===== config.mk =====
export PLATFORM = sky130hd
export DESIGN_NAME = pixel_plot_sink_flat
export DESIGN_NICKNAME = d
export VERILOG_FILES = /design/src/rtl/pixel_plot_sink_if.sv /design/src/rtl/pixel_plot_sink.sv /design/src/flat_wrapper.sv
export SDC_FILE = /design/constraint.sdc
export NUM_CORES = 1
export LEC_CHECK = 0
export BUFFER_PORTS_ARGS = -buffer_cell sky130_fd_sc_hd__buf_2
export CAP_MARGIN = 20
export CORE_MARGIN = 5
export CORE_UTILIZATION = 25
export DETAILED_ROUTE_END_ITERATION = 8
export PLACE_DENSITY_LB_ADDON = 0.2
export SYNTH_ARGS = -nofsm -noshare
export SYNTH_HDL_FRONTEND = slang
export SYNTH_SLANG_ARGS = --single-unit
export TNS_END_PERCENT = 5

===== constraint.sdc =====
create_clock -name clk -period 3.3 [get_ports clk]
set_input_delay 0.495 -clock clk [delete_from_list [all_inputs] [get_ports clk]]
set_output_delay 0.495 -clock clk [all_outputs]
set_load 0.005 [all_outputs]

===== src/rtl/pixel_plot_sink_if.sv =====
// ---------------------------------------------------------------------------
// pixel_plot_sink_if
// Bundles the two streaming sides of the pixel sink:
//   - plot stream (sprite drawers -> sink): plot, x_pix, y_pix, color
//   - framebuffer write port (sink -> memory): fb_we, fb_addr, fb_color,
//     throttled by fb_ready
// Modports:
//   master : environment side (drives the plot stream and fb_ready)
//   slave  : the sink itself (consumes the plot stream, drives the write port)
// ---------------------------------------------------------------------------
interface pixel_plot_sink_if #(
    parameter int ADDR_W = 15
);
    logic              plot;
    logic [9:0]        x_pix;
    logic [9:0]        y_pix;
    logic [2:0]        color;
    logic              fb_ready;
    logic              fb_we;
    logic [ADDR_W-1:0] fb_addr;
    logic [2:0]        fb_color;

    modport master (
        output plot, x_pix, y_pix, color, fb_ready,
        input  fb_we, fb_addr, fb_color
    );

    modport slave (
        input  plot, x_pix, y_pix, color, fb_ready,
        output fb_we, fb_addr, fb_color
    );
endinterface


===== src/rtl/pixel_plot_sink.sv =====
// ---------------------------------------------------------------------------
// pixel_plot_sink
// Consumer end of the sprite plot stream. Each plotted pixel is registered,
// clipped against the visible screen and optionally dropped when transparent.
// Surviving pixels are linearised to y*SCREEN_W + x and queued in a small
// show-ahead FIFO that feeds a ready-throttled framebuffer write port. The
// plot stream cannot be stalled, so a pixel arriving at a full FIFO is lost
// and flagged in the sticky overflow bit.
// Ports:
//   clk          : system clock, rising edge
//   reset_n      : synchronous active-low reset
//   bus (slave)  : plot/x_pix/y_pix/color in, fb_ready in,
//                  fb_we/fb_addr/fb_color out (FIFO head)
//   clear_status : zeroes overflow and drop_count (new events win)
//   full         : FIFO holds FIFO_DEPTH entries
//   idle         : no pixel in stage 1 and FIFO empty
//   overflow     : sticky, a kept pixel was lost to a full FIFO
//   drop_count   : saturating count of clipped plus transparent pixels
// ---------------------------------------------------------------------------
module pixel_plot_sink #(
    parameter int       SCREEN_W    = 160,
    parameter int       SCREEN_H    = 120,
    parameter int       ADDR_W      = 15,
    parameter int       FIFO_DEPTH  = 4,
    parameter bit       TRANSP_EN   = 1'b1,
    parameter bit [2:0] TRANSPARENT = 3'b000
) (
    input  logic                clk,
    input  logic                reset_n,
    pixel_plot_sink_if.slave    bus,
    input  logic                clear_status,
    output logic                full,
    output logic                idle,
    output logic                overflow,
    output logic [7:0]          drop_count
);

    localparam int          PTR_W = $clog2(FIFO_DEPTH);
    localparam int          ENT_W = ADDR_W + 3;
    localparam logic [10:0] X_LIM = 11'(SCREEN_W);
    localparam logic [10:0] Y_LIM = 11'(SCREEN_H);

    function automatic logic [7:0] sat_inc(input logic [7:0] v);
        return (v == 8'hFF) ? v : v + 8'd1;
    endfunction

    // Clipping has already bounded x and y, so this cannot overflow ADDR_W.
    function automatic logic [ADDR_W-1:0] lin_addr(input logic [9:0] x,
                                                   input logic [9:0] y);
        return ADDR_W'(y) * ADDR_W'(SCREEN_W) + ADDR_W'(x);
    endfunction

    // ---------------- stage 1: capture and classify ----------------
    logic       in_keep;
    logic       in_drop;
    logic       s1_vld_q;
    logic [9:0] s1_x_q;
    logic [9:0] s1_y_q;
    logic [2:0] s1_color_q;

    always_comb begin
        in_keep = bus.plot
                  && ({1'b0, bus.x_pix} < X_LIM)
                  && ({1'b0, bus.y_pix} < Y_LIM)
                  && !(TRANSP_EN && (bus.color == TRANSPARENT));
        in_drop = bus.plot && !in_keep;
    end

    always_ff @(posedge clk) begin
        if (!reset_n) begin
            s1_vld_q <= 1'b0;
        end else begin
            s1_vld_q <= in_keep;
        end
    end

    always_ff @(posedge clk) begin
        s1_x_q     <= bus.x_pix;
        s1_y_q     <= bus.y_pix;
        s1_color_q <= bus.color;
    end

    // ---------------- stage 2: FIFO push / pop ----------------
    logic [PTR_W:0]      wr_ptr_q;
    logic [PTR_W:0]      rd_ptr_q;
    logic [ENT_W-1:0]    mem_q [FIFO_DEPTH];
    logic [ADDR_W-1:0]   hold_addr_q;
    logic [2:0]          hold_color_q;
    logic                ovf_q;
    logic [7:0]          drop_q;

    logic                empty;
    logic                pop;
    logic                push_ok;
    logic                lost;
    logic [ENT_W-1:0]    head;
    logic [ENT_W-1:0]    s1_entry;

    always_comb begin
        empty    = (wr_ptr_q == rd_ptr_q);
        // Pointers carry one extra MSB so equal low bits with differing MSBs means full.
        full     = (wr_ptr_q[PTR_W] != rd_ptr_q[PTR_W])
                   && (wr_ptr_q[PTR_W-1:0] == rd_ptr_q[PTR_W-1:0]);
        pop      = !empty && bus.fb_ready;
        // A pop in the same cycle frees the slot the push lands in.
        push_ok  = s1_vld_q && (!full || pop);
        lost     = s1_vld_q && full && !pop;
        head     = mem_q[rd_ptr_q[PTR_W-1:0]];
        s1_entry = {lin_addr(s1_x_q, s1_y_q), s1_color_q};
    end

    always_ff @(posedge clk) begin
        if (!reset_n) begin
            wr_ptr_q     <= '0;
            rd_ptr_q     <= '0;
            ovf_q        <= 1'b0;
            drop_q       <= 8'd0;
            hold_addr_q  <= '0;
            hold_color_q <= 3'd0;
        end else begin
            if (push_ok) wr_ptr_q <= wr_ptr_q + 1'b1;
            if (pop)     rd_ptr_q <= rd_ptr_q + 1'b1;

            // Events in the clear cycle win over the clear.
            if (lost) begin
                ovf_q <= 1'b1;
            end else if (clear_status) begin
                ovf_q <= 1'b0;
            end

            if (in_drop) begin
                drop_q <= clear_status ? 8'd1 : sat_inc(drop_q);
            end else if (clear_status) begin
                drop_q <= 8'd0;
            end

            // Remembers the last presented head so the port holds while empty.
            hold_addr_q  <= bus.fb_addr;
            hold_color_q <= bus.fb_color;
        end
    end

    always_ff @(posedge clk) begin
        if (push_ok) begin
            mem_q[wr_ptr_q[PTR_W-1:0]] <= s1_entry;
        end
    end

    // ---------------- output: show-ahead head ----------------
    assign bus.fb_we    = !empty;
    assign bus.fb_addr  = empty ? hold_addr_q  : head[ENT_W-1:3];
    assign bus.fb_color = empty ? hold_color_q : head[2:0];

    assign idle       = !s1_vld_q && empty;
    assign overflow   = ovf_q;
    assign drop_count = drop_q;

endmodule


===== src/flat_wrapper.sv =====
// flat-port wrapper written by rule: the top's interface ports become plain ports
module pixel_plot_sink_flat 
#(
    parameter int       SCREEN_W    = 160,
    parameter int       SCREEN_H    = 120,
    parameter int       ADDR_W      = 15,
    parameter int       FIFO_DEPTH  = 4,
    parameter bit       TRANSP_EN   = 1'b1,
    parameter bit [2:0] TRANSPARENT = 3'b000
)
  (clk, reset_n, clear_status, full, idle, overflow, drop_count, bus_plot, bus_x_pix, bus_y_pix, bus_color, bus_fb_ready, bus_fb_we, bus_fb_addr, bus_fb_color);
  pixel_plot_sink_if #(.ADDR_W(ADDR_W)) bus_i ();
  input  logic clk;
  input  logic reset_n;
  input  logic clear_status;
  output logic full;
  output logic idle;
  output logic overflow;
  output logic [7:0] drop_count;
  input wire logic [$bits(bus_i.plot)-1:0] bus_plot;
  input wire logic [$bits(bus_i.x_pix)-1:0] bus_x_pix;
  input wire logic [$bits(bus_i.y_pix)-1:0] bus_y_pix;
  input wire logic [$bits(bus_i.color)-1:0] bus_color;
  input wire logic [$bits(bus_i.fb_ready)-1:0] bus_fb_ready;
  output wire logic [$bits(bus_i.fb_we)-1:0] bus_fb_we;
  output wire logic [$bits(bus_i.fb_addr)-1:0] bus_fb_addr;
  output wire logic [$bits(bus_i.fb_color)-1:0] bus_fb_color;
  assign bus_i.plot = bus_plot;
  assign bus_i.x_pix = bus_x_pix;
  assign bus_i.y_pix = bus_y_pix;
  assign bus_i.color = bus_color;
  assign bus_i.fb_ready = bus_fb_ready;
  assign bus_fb_we = bus_i.fb_we;
  assign bus_fb_addr = bus_i.fb_addr;
  assign bus_fb_color = bus_i.fb_color;
  pixel_plot_sink #(.SCREEN_W(SCREEN_W), .SCREEN_H(SCREEN_H), .ADDR_W(ADDR_W), .FIFO_DEPTH(FIFO_DEPTH), .TRANSP_EN(TRANSP_EN), .TRANSPARENT(TRANSPARENT)) u_core (.clk(clk), .reset_n(reset_n), .bus(bus_i), .clear_status(clear_status), .full(full), .idle(idle), .overflow(overflow), .drop_count(drop_count));
endmodule

==> results by group, run 1 <==
Worst setup path
  • CP endpoint kind: flip-flop
  • CP arrival: roughly 3.0 ns
  • Crit path kind: flip-flop to flip-flop
  • Reg2Reg Setup Slack: 0.52 ns
  • Crit path required time: 3.50 ns
  • CP Max Fanout: 4
  • Critical Path Source Type: flip-flop
  • Reg-to-Reg Start: u_core.s1_y_q[1]$_DFF_P_
  • R2r endpoint: u_core.mem_q[1][17]$_DFFE_PP_
  • R2r worst-path depth: 8

Yosys
  • Ys Warns: 0
  • Synth Register Bits: 131
  • Seq/Total Area, Yosys: 0.613
  • Mean area per synthesized cell: approximately 15 um^2
  • Mapped Cells: around 360
  • Top_reg_cell synth: edfxtp_1
  • Syn_nets: 417
  • Async SR Flop Fraction: 0
  • Library cells used by synthesis: 55
  • Post-synth EDFFs: 72
  • Area of the mapped netlist: 5450 um^2

Die
  • DIE WIDTH: 158 um
  • Initial Util: 0.252
  • Top Ports: 58
  • CORE AREA: 21,600 um^2
  • Row count: 54
  • Die H: 158 um
  • Die area: around 25,000 um^2

GRT
  • GR Overflow Total: 0
  • First-pass GRT wire length: 17,300 um
  • GRT met1 Usage: 0.122
  • Largest net degree at the start of global routing: 31
  • GR Layer Usage met2: 0.138
  • Initial antenna violation count: 0
  • Total GRT Usage: 0.0921
  • Vias in the first global route: 3,200
  • Met3 usage: 0.0358
  • Gr busiest metal: met2

Timing
  • Final Hold Fails: 0
  • Minimum clock period: 2.78 ns
  • Rel. slew slack: 0.472
  • Clock Skew: 0.0104 ns
  • RSZ-0062 raised after global routing: no
  • Slew Viols, Final: 0
  • Final setup viols: 0
  • Fmax achieved: between 0.3 and 0.4 GHz
  • Fin crit share: 0.844
  • Worst-margin pin slew: slightly below 0.8 ns
  • Hold WS: 0.183 ns
  • Setup TNS: 0 ns

Power
  • Clock network power share: 0.483
  • Switching share of total power: 0.219
  • Comb power frac: 0.062
  • LEAKAGE: 2.50 nW
  • Power Dens Cells: 592 nW/um^2
  • Sequential share of power: 0.455
  • NetSw: 0.865 mW
  • Power Internal: 3.08 mW
  • Max VDD drop: 0.277 mV

CTS
  • Setup bufs post-CTS: 0
  • CTS tree: done
  • Clock root cell: clkbuf_16
  • CTS Buf Count: 17
  • Max Root-Sink Buffers: 2
  • # clock sinks: 131
  • H-Tree Depth: 4
  • Post-cts repair resize count: 0
  • Clock transition at path regs: 0.06 ns
  • Clock Latency Late Sink: slightly above 0.4 ns
  • Hold_buf cts: 0

Final layout
  • Most common cell after layout, fill and taps aside: edfxtp_1
  • Nets@finish: 490
  • Most frequent cells in the layout: 72 x edfxtp_1, 59 x dfxtp_1, 57 x buf_2, 24 x ha_1, 21 x and2_1
  • # diodes: 0
  • Synthesis-to-layout area growth: 22.3%
  • Share of cells above drive strength 1: 0.290
  • Fill cells: 2,180

Place
  • Port bufs: 57
  • DPL Wire Length: 7450 um
  • GPL Wtd Cong: approximately 0.74

Route
  • DR iter-0 viols: about 100
  • DR vias/cell: 4.14
  • # DRC: 0
  • WL/cell: 14.7 um
  • Drt pass-1 iters: 4
  • Vias: 3,018
  • DRT Wirelength: 10,700 um
  • DRT antenna net count: 0

Min path
  • Hold Path End: u_core.s1_x_q[0]$_DFF_P_
  • Hold Crit Class: primary input to flip-flop
  • Hold Startpoint: bus_x_pix[0]
  • Hold depth: 1

Outcome
  • Outcome: finished, final reports clean

Run
  • MaxCap Viol Count: 0
-- sequential cells by signal, indices dropped and copies added (netlist names), named ones only --
signal	count
u_core.mem_q	72
u_core.drop_count	8
u_core.s1_color_q	3
u_core.hold_addr_q	15
u_core.s1_vld_q	1
u_core.s1_x_q	10
u_core.wr_ptr_q	3
u_core.overflow	1
u_core.rd_ptr_q	3
u_core.hold_color_q	3
u_core.s1_y_q	10
-- kinds of logic after synthesis --
kind of cell	after synthesis	share of synthesized area
flip-flops	131	0.613
AND/OR/NAND/NOR	80	0.0865
AO/OA/AOI/OAI	44	0.0528
multiplexers	38	0.131
buffers and inverters	27	0.0264
adder cells (fa/ha/maj)	26	0.0624
XOR/XNOR	17	0.0273
-- per-stage QoR --
stage	power, mW	utilization	area (um^2)	std cells	setup WS [ns]
final	3.95	0.308	6670	729	0.516
after detailed placement	2.08	0.280	6060	697	0.536
after global placement	2.07	0.280	6060	697	0.577
after global routing	4.13	0.308	6670	729	0.290
after CTS	4.01	0.308	6670	729	0.519
after floorplan	2.00	-	5450	363	0.782
-- worst max-delay path, cell delays in order (launching register included) --
cell and delay [ns]:
dfxtp_1 0.33, ha_1 0.30, ha_1 0.22, fa_1 0.42, a211oi_1 0.34, nor2_1 0.10
nor4_1 0.38, nand4b_1 0.16, xnor2_1 0.31
-- cells in the mapped netlist, types with 3 or more instances --
master / n / share of area
o21ai_0: 10 / 0.0092
a21boi_0: 3 / 0.0041
mux2_2: 3 / 0.0062
or4_1: 3 / 0.0041
a21oi_1: 11 / 0.010
mux4_1: 8 / 0.039
clkbuf_1: 4 / 0.0028
inv_1: 16 / 0.011
nand4_1: 3 / 0.0034
nor2_1: 13 / 0.0090
buf_2: 3 / 0.0028
nor2b_1: 9 / 0.010
a211oi_1: 3 / 0.0041
nand2b_1: 3 / 0.0034
and2_1: 21 / 0.024
nand2_1: 6 / 0.0041
mux4_2: 10 / 0.041
dfxtp_1: 59 / 0.22
mux2_4: 15 / 0.041
xor2_1: 3 / 0.0048
ha_1: 24 / 0.055
nand3_1: 7 / 0.0064
edfxtp_1: 72 / 0.40
xnor2_1: 14 / 0.022
-- power by group through the flow --
stage	combinational [mW]	clock, mW	sequential [mW]
final	0.246	1.91	1.79
after global routing	0.285	2.05	1.80
after CTS	0.250	1.97	1.79
after detailed placement	0.248	0	1.83
after global placement	0.244	0	1.83
after floorplan	0.176	0	1.82
-- worst max-delay path by stage --
stage	startpoint	endpoint	slack [ns]	cells after the start
4_1_cts	u_core.s1_y_q[1]$_DFF_P_	u_core.mem_q[1][17]$_DFFE_PP_	0.52	8
3_5_place_dp	u_core.s1_y_q[1]$_DFF_P_	u_core.mem_q[1][17]$_DFFE_PP_	0.54	8
3_3_place_gp	u_core.s1_y_q[1]$_DFF_P_	u_core.mem_q[0][16]$_DFFE_PP_	0.58	8
5_1_grt	u_core.s1_y_q[1]$_DFF_P_	u_core.mem_q[1][17]$_DFFE_PP_	0.29	8
6_report	u_core.s1_y_q[1]$_DFF_P_	u_core.mem_q[1][17]$_DFFE_PP_	0.52	8
2_1_floorplan	u_core.s1_y_q[1]$_DFF_P_	u_core.mem_q[0][16]$_DFFE_PP_	0.78	8
-- final cells by class --
cell class / instances / area (um^2) / share of cell area
well taps: 280 / 350 / 0.0525
repair buffers: 65 / 345 / 0.0518
clock inverters: 14 / 176 / 0.0265
clock buffers: 18 / 429 / 0.0644
flip-flops and latches: 131 / 3340 / 0.501
inverters: 16 / 60.1 / 0.00901
multi-input cells: 205 / 1960 / 0.294
-- layer usage --
metal	part of all wire	vias to the layer above
met2	0.46	61
met4	0.012	0
li1	-	1510
met1	0.49	1439
met3	0.044	8
met5	0	-
(Power assumes the default switching activity.)
==> run 2: changes to the inputs <==
==> constraint.sdc (replaced) <==
create_clock -name clk -period 2.9 [get_ports clk]
set_input_delay 0.435 -clock clk [delete_from_list [all_inputs] [get_ports clk]]
set_output_delay 0.435 -clock clk [all_outputs]
set_load 0.005 [all_outputs]
==> results by group, run 2 (synthesis results as in run 1) <==
GRT
  • First-pass GRT wire length: 17,300 um
  • Total GRT Usage: 0.0937
  • Initial antenna violation count: 0
  • GR Overflow Total: 0
  • Largest net degree at the start of global routing: 31
  • Vias in the first global route: 3,174

Route
  • Drt pass-1 iters: 4
  • DRT Wirelength: 10,800 um
  • # DRC: 0
  • Metal-1 WL: 5200 um
  • Top Layer Used: met4
  • DRT antenna net count: 0
  • Met3 wire length: 514 um
  • Wire length on met2: 4940 um
  • DR vias/cell: 4.22
  • Vias: 3,075
  • WL/cell: around 15 um
  • DR iter-0 viols: 98

Power
  • Max VDD drop: 0.290 mV
  • Switching share of total power: 0.222
  • Power Dens Cells: 663 nW/um^2
  • Sequential share of power: 0.460
  • LEAKAGE: 2.51 nW
  • Power Internal: ~3.5 mW
  • NetSw: 0.983 mW
  • PnR Total Power: 4.44 mW
  • Comb power frac: 0.067
  • Clock network power share: 0.473

Place
  • DPL Wire Length: approximately 7400 um
  • GPL Wtd Cong: 0.762
  • Area after DPL: 6060 um^2
  • Port bufs: 57

CTS
  • H-Tree Depth: 4
  • Max Root-Sink Buffers: 2
  • CTS Buf Count: 17
  • Setup bufs post-CTS: 0
  • CTS tree: done
  • Clock root cell: clkbuf_16
  • Clock transition at path regs: 0.06 ns
  • Hold_buf cts: 0
  • Clock Latency Late Sink: 0.42 ns
  • # clock sinks: 131

Worst setup path
  • Critical Path Max Stage Delay: 0.55 ns
  • CP Max Fanout: 5
  • Worst path slowest cell: o311ai_1
  • CP arrival: approximately 2.8 ns
  • Critical Path Source Type: flip-flop
  • Crit path required time: 3.05 ns
  • CP endpoint kind: flip-flop
  • Crit-path cells: ha_1, ha_1, a21oi_1, a21oi_1, o311ai_1, nand4b_1, xnor2_2
  • Crit path kind: flip-flop to flip-flop

Timing
  • Final Hold Fails: 0
  • Minimum clock period: 2.64 ns
  • Worst-margin pin slew: 1.00 ns
  • RSZ-0062 raised after global routing: no
  • Rel. slew slack: 0.330
  • Final setup viols: 0
  • Slew Viols, Final: 0
  • Setup TNS: 0 ns
  • Clock Skew: about 0.0096 ns
  • Fin crit share: 0.911
  • Fmax achieved: about 0.38 GHz

Die
  • DIE WIDTH: 158 um
  • Die H: between 150 and 200 um
  • Initial Util: 0.252
  • CORE AREA: 21,600 um^2
  • Row count: 54
  • Die area: 24,900 um^2
  • Top Ports: 58

Final layout
  • Fill cells: 2,174
  • Post-route cell area: 6690 um^2
  • Share of cells above drive strength 1: 0.295
  • Final Core Density: 0.309
  • Synthesis-to-layout area growth: 22.7%
  • Most frequent cells in the layout: 72 x edfxtp_1, 59 x dfxtp_1, 57 x buf_2, 24 x ha_1, 21 x and2_1
  • Most common cell after layout, fill and taps aside: edfxtp_1
  • Largest register FFs: just over 70
  • Nets@finish: 490
  • # diodes: 0

Run
  • MaxCap Viol Count: 0

Min path
  • Hold Crit Class: primary input to flip-flop

Outcome
  • Outcome: finished, final reports clean
## run 2: changes by cell type in the layout (fill, tap and decap cells not counted), sizes merged
cell	change
inv	-3
clkinv	+1
bufinv	-2
clkbuf	+3
## run 2: layout make-up
cell class              instances  area (um^2)  share of cell area
inverters                      16         60.1             0.00898
flip-flops and latches        131         3340               0.500
clock buffers                  21          493              0.0737
repair buffers                 65          345              0.0516
clock inverters                10         97.6              0.0146
multi-input cells             205         2000               0.299
well taps                     280          350              0.0524
## run 2: worst paths after layout
| check | from | endpoint | slack (ns) | cells after the start |
|---|---|---|---|---|
| min reg2reg | u_core.s1_x_q[4]$_DFF_P_ | u_core.mem_q[2][7]$_DFFE_PP_ | 0.48 | 0 |
| max reg2reg | u_core.s1_y_q[3]$_DFF_P_ | u_core.mem_q[2][17]$_DFFE_PP_ | 0.26 | 7 |
| min | bus_x_pix[1] | u_core.s1_x_q[1]$_DFF_P_ | 0.12 | 1 |
| max | u_core.s1_y_q[3]$_DFF_P_ | u_core.mem_q[2][17]$_DFFE_PP_ | 0.26 | 7 |
## run 2: metrics by stage
| stage | worst slack, ns | instances | hold WS (ns) |
|---|---|---|---|
| 6_report | 0.258 | 728 | 0.116 |
| 4_1_cts | 0.118 | 728 | 0.0962 |
| 5_1_grt | 0.0613 | 728 | 0.0931 |
| 3_3_place_gp | 0.169 | 697 | 0.450 |
| 3_5_place_dp | 0.132 | 697 | 0.470 |
| 2_1_floorplan | 0.382 | 363 | 0.438 |
## run 2: timing repair
item                                    CTS  global route
gates cloned                              0             0
endpoints found under the setup margin    1             8
pin swaps                                 0             0
gates resized for setup                   1             4
## run 2: power groups by stage
stage                     Sequential, mW  Clock (mW)  Combinational [mW]
after floorplan                     2.08           0               0.200
after global placement              2.08           0               0.278
after detailed placement            2.08           0               0.286
after CTS                           2.04        2.16               0.288
after global routing                2.04        2.25               0.338
final                               2.04        2.10               0.296
## run 2: layer usage
metal  track usage  vias up
met2         0.141       59
met4        0.0410        0
met5             0        -
met1         0.123     1492
li1              -     1508
met3        0.0312       16
## run 2: worst max-delay path, delay by kind of cell (launching register included)
kind                       cells  cell delay, ns
and+or+nand+nor                1            0.24
DFF                            1            0.32
adders and majority gates      2            0.67
AOI/OAI and AO/OA              3            0.94
xor gates and xnor gates       1            0.20
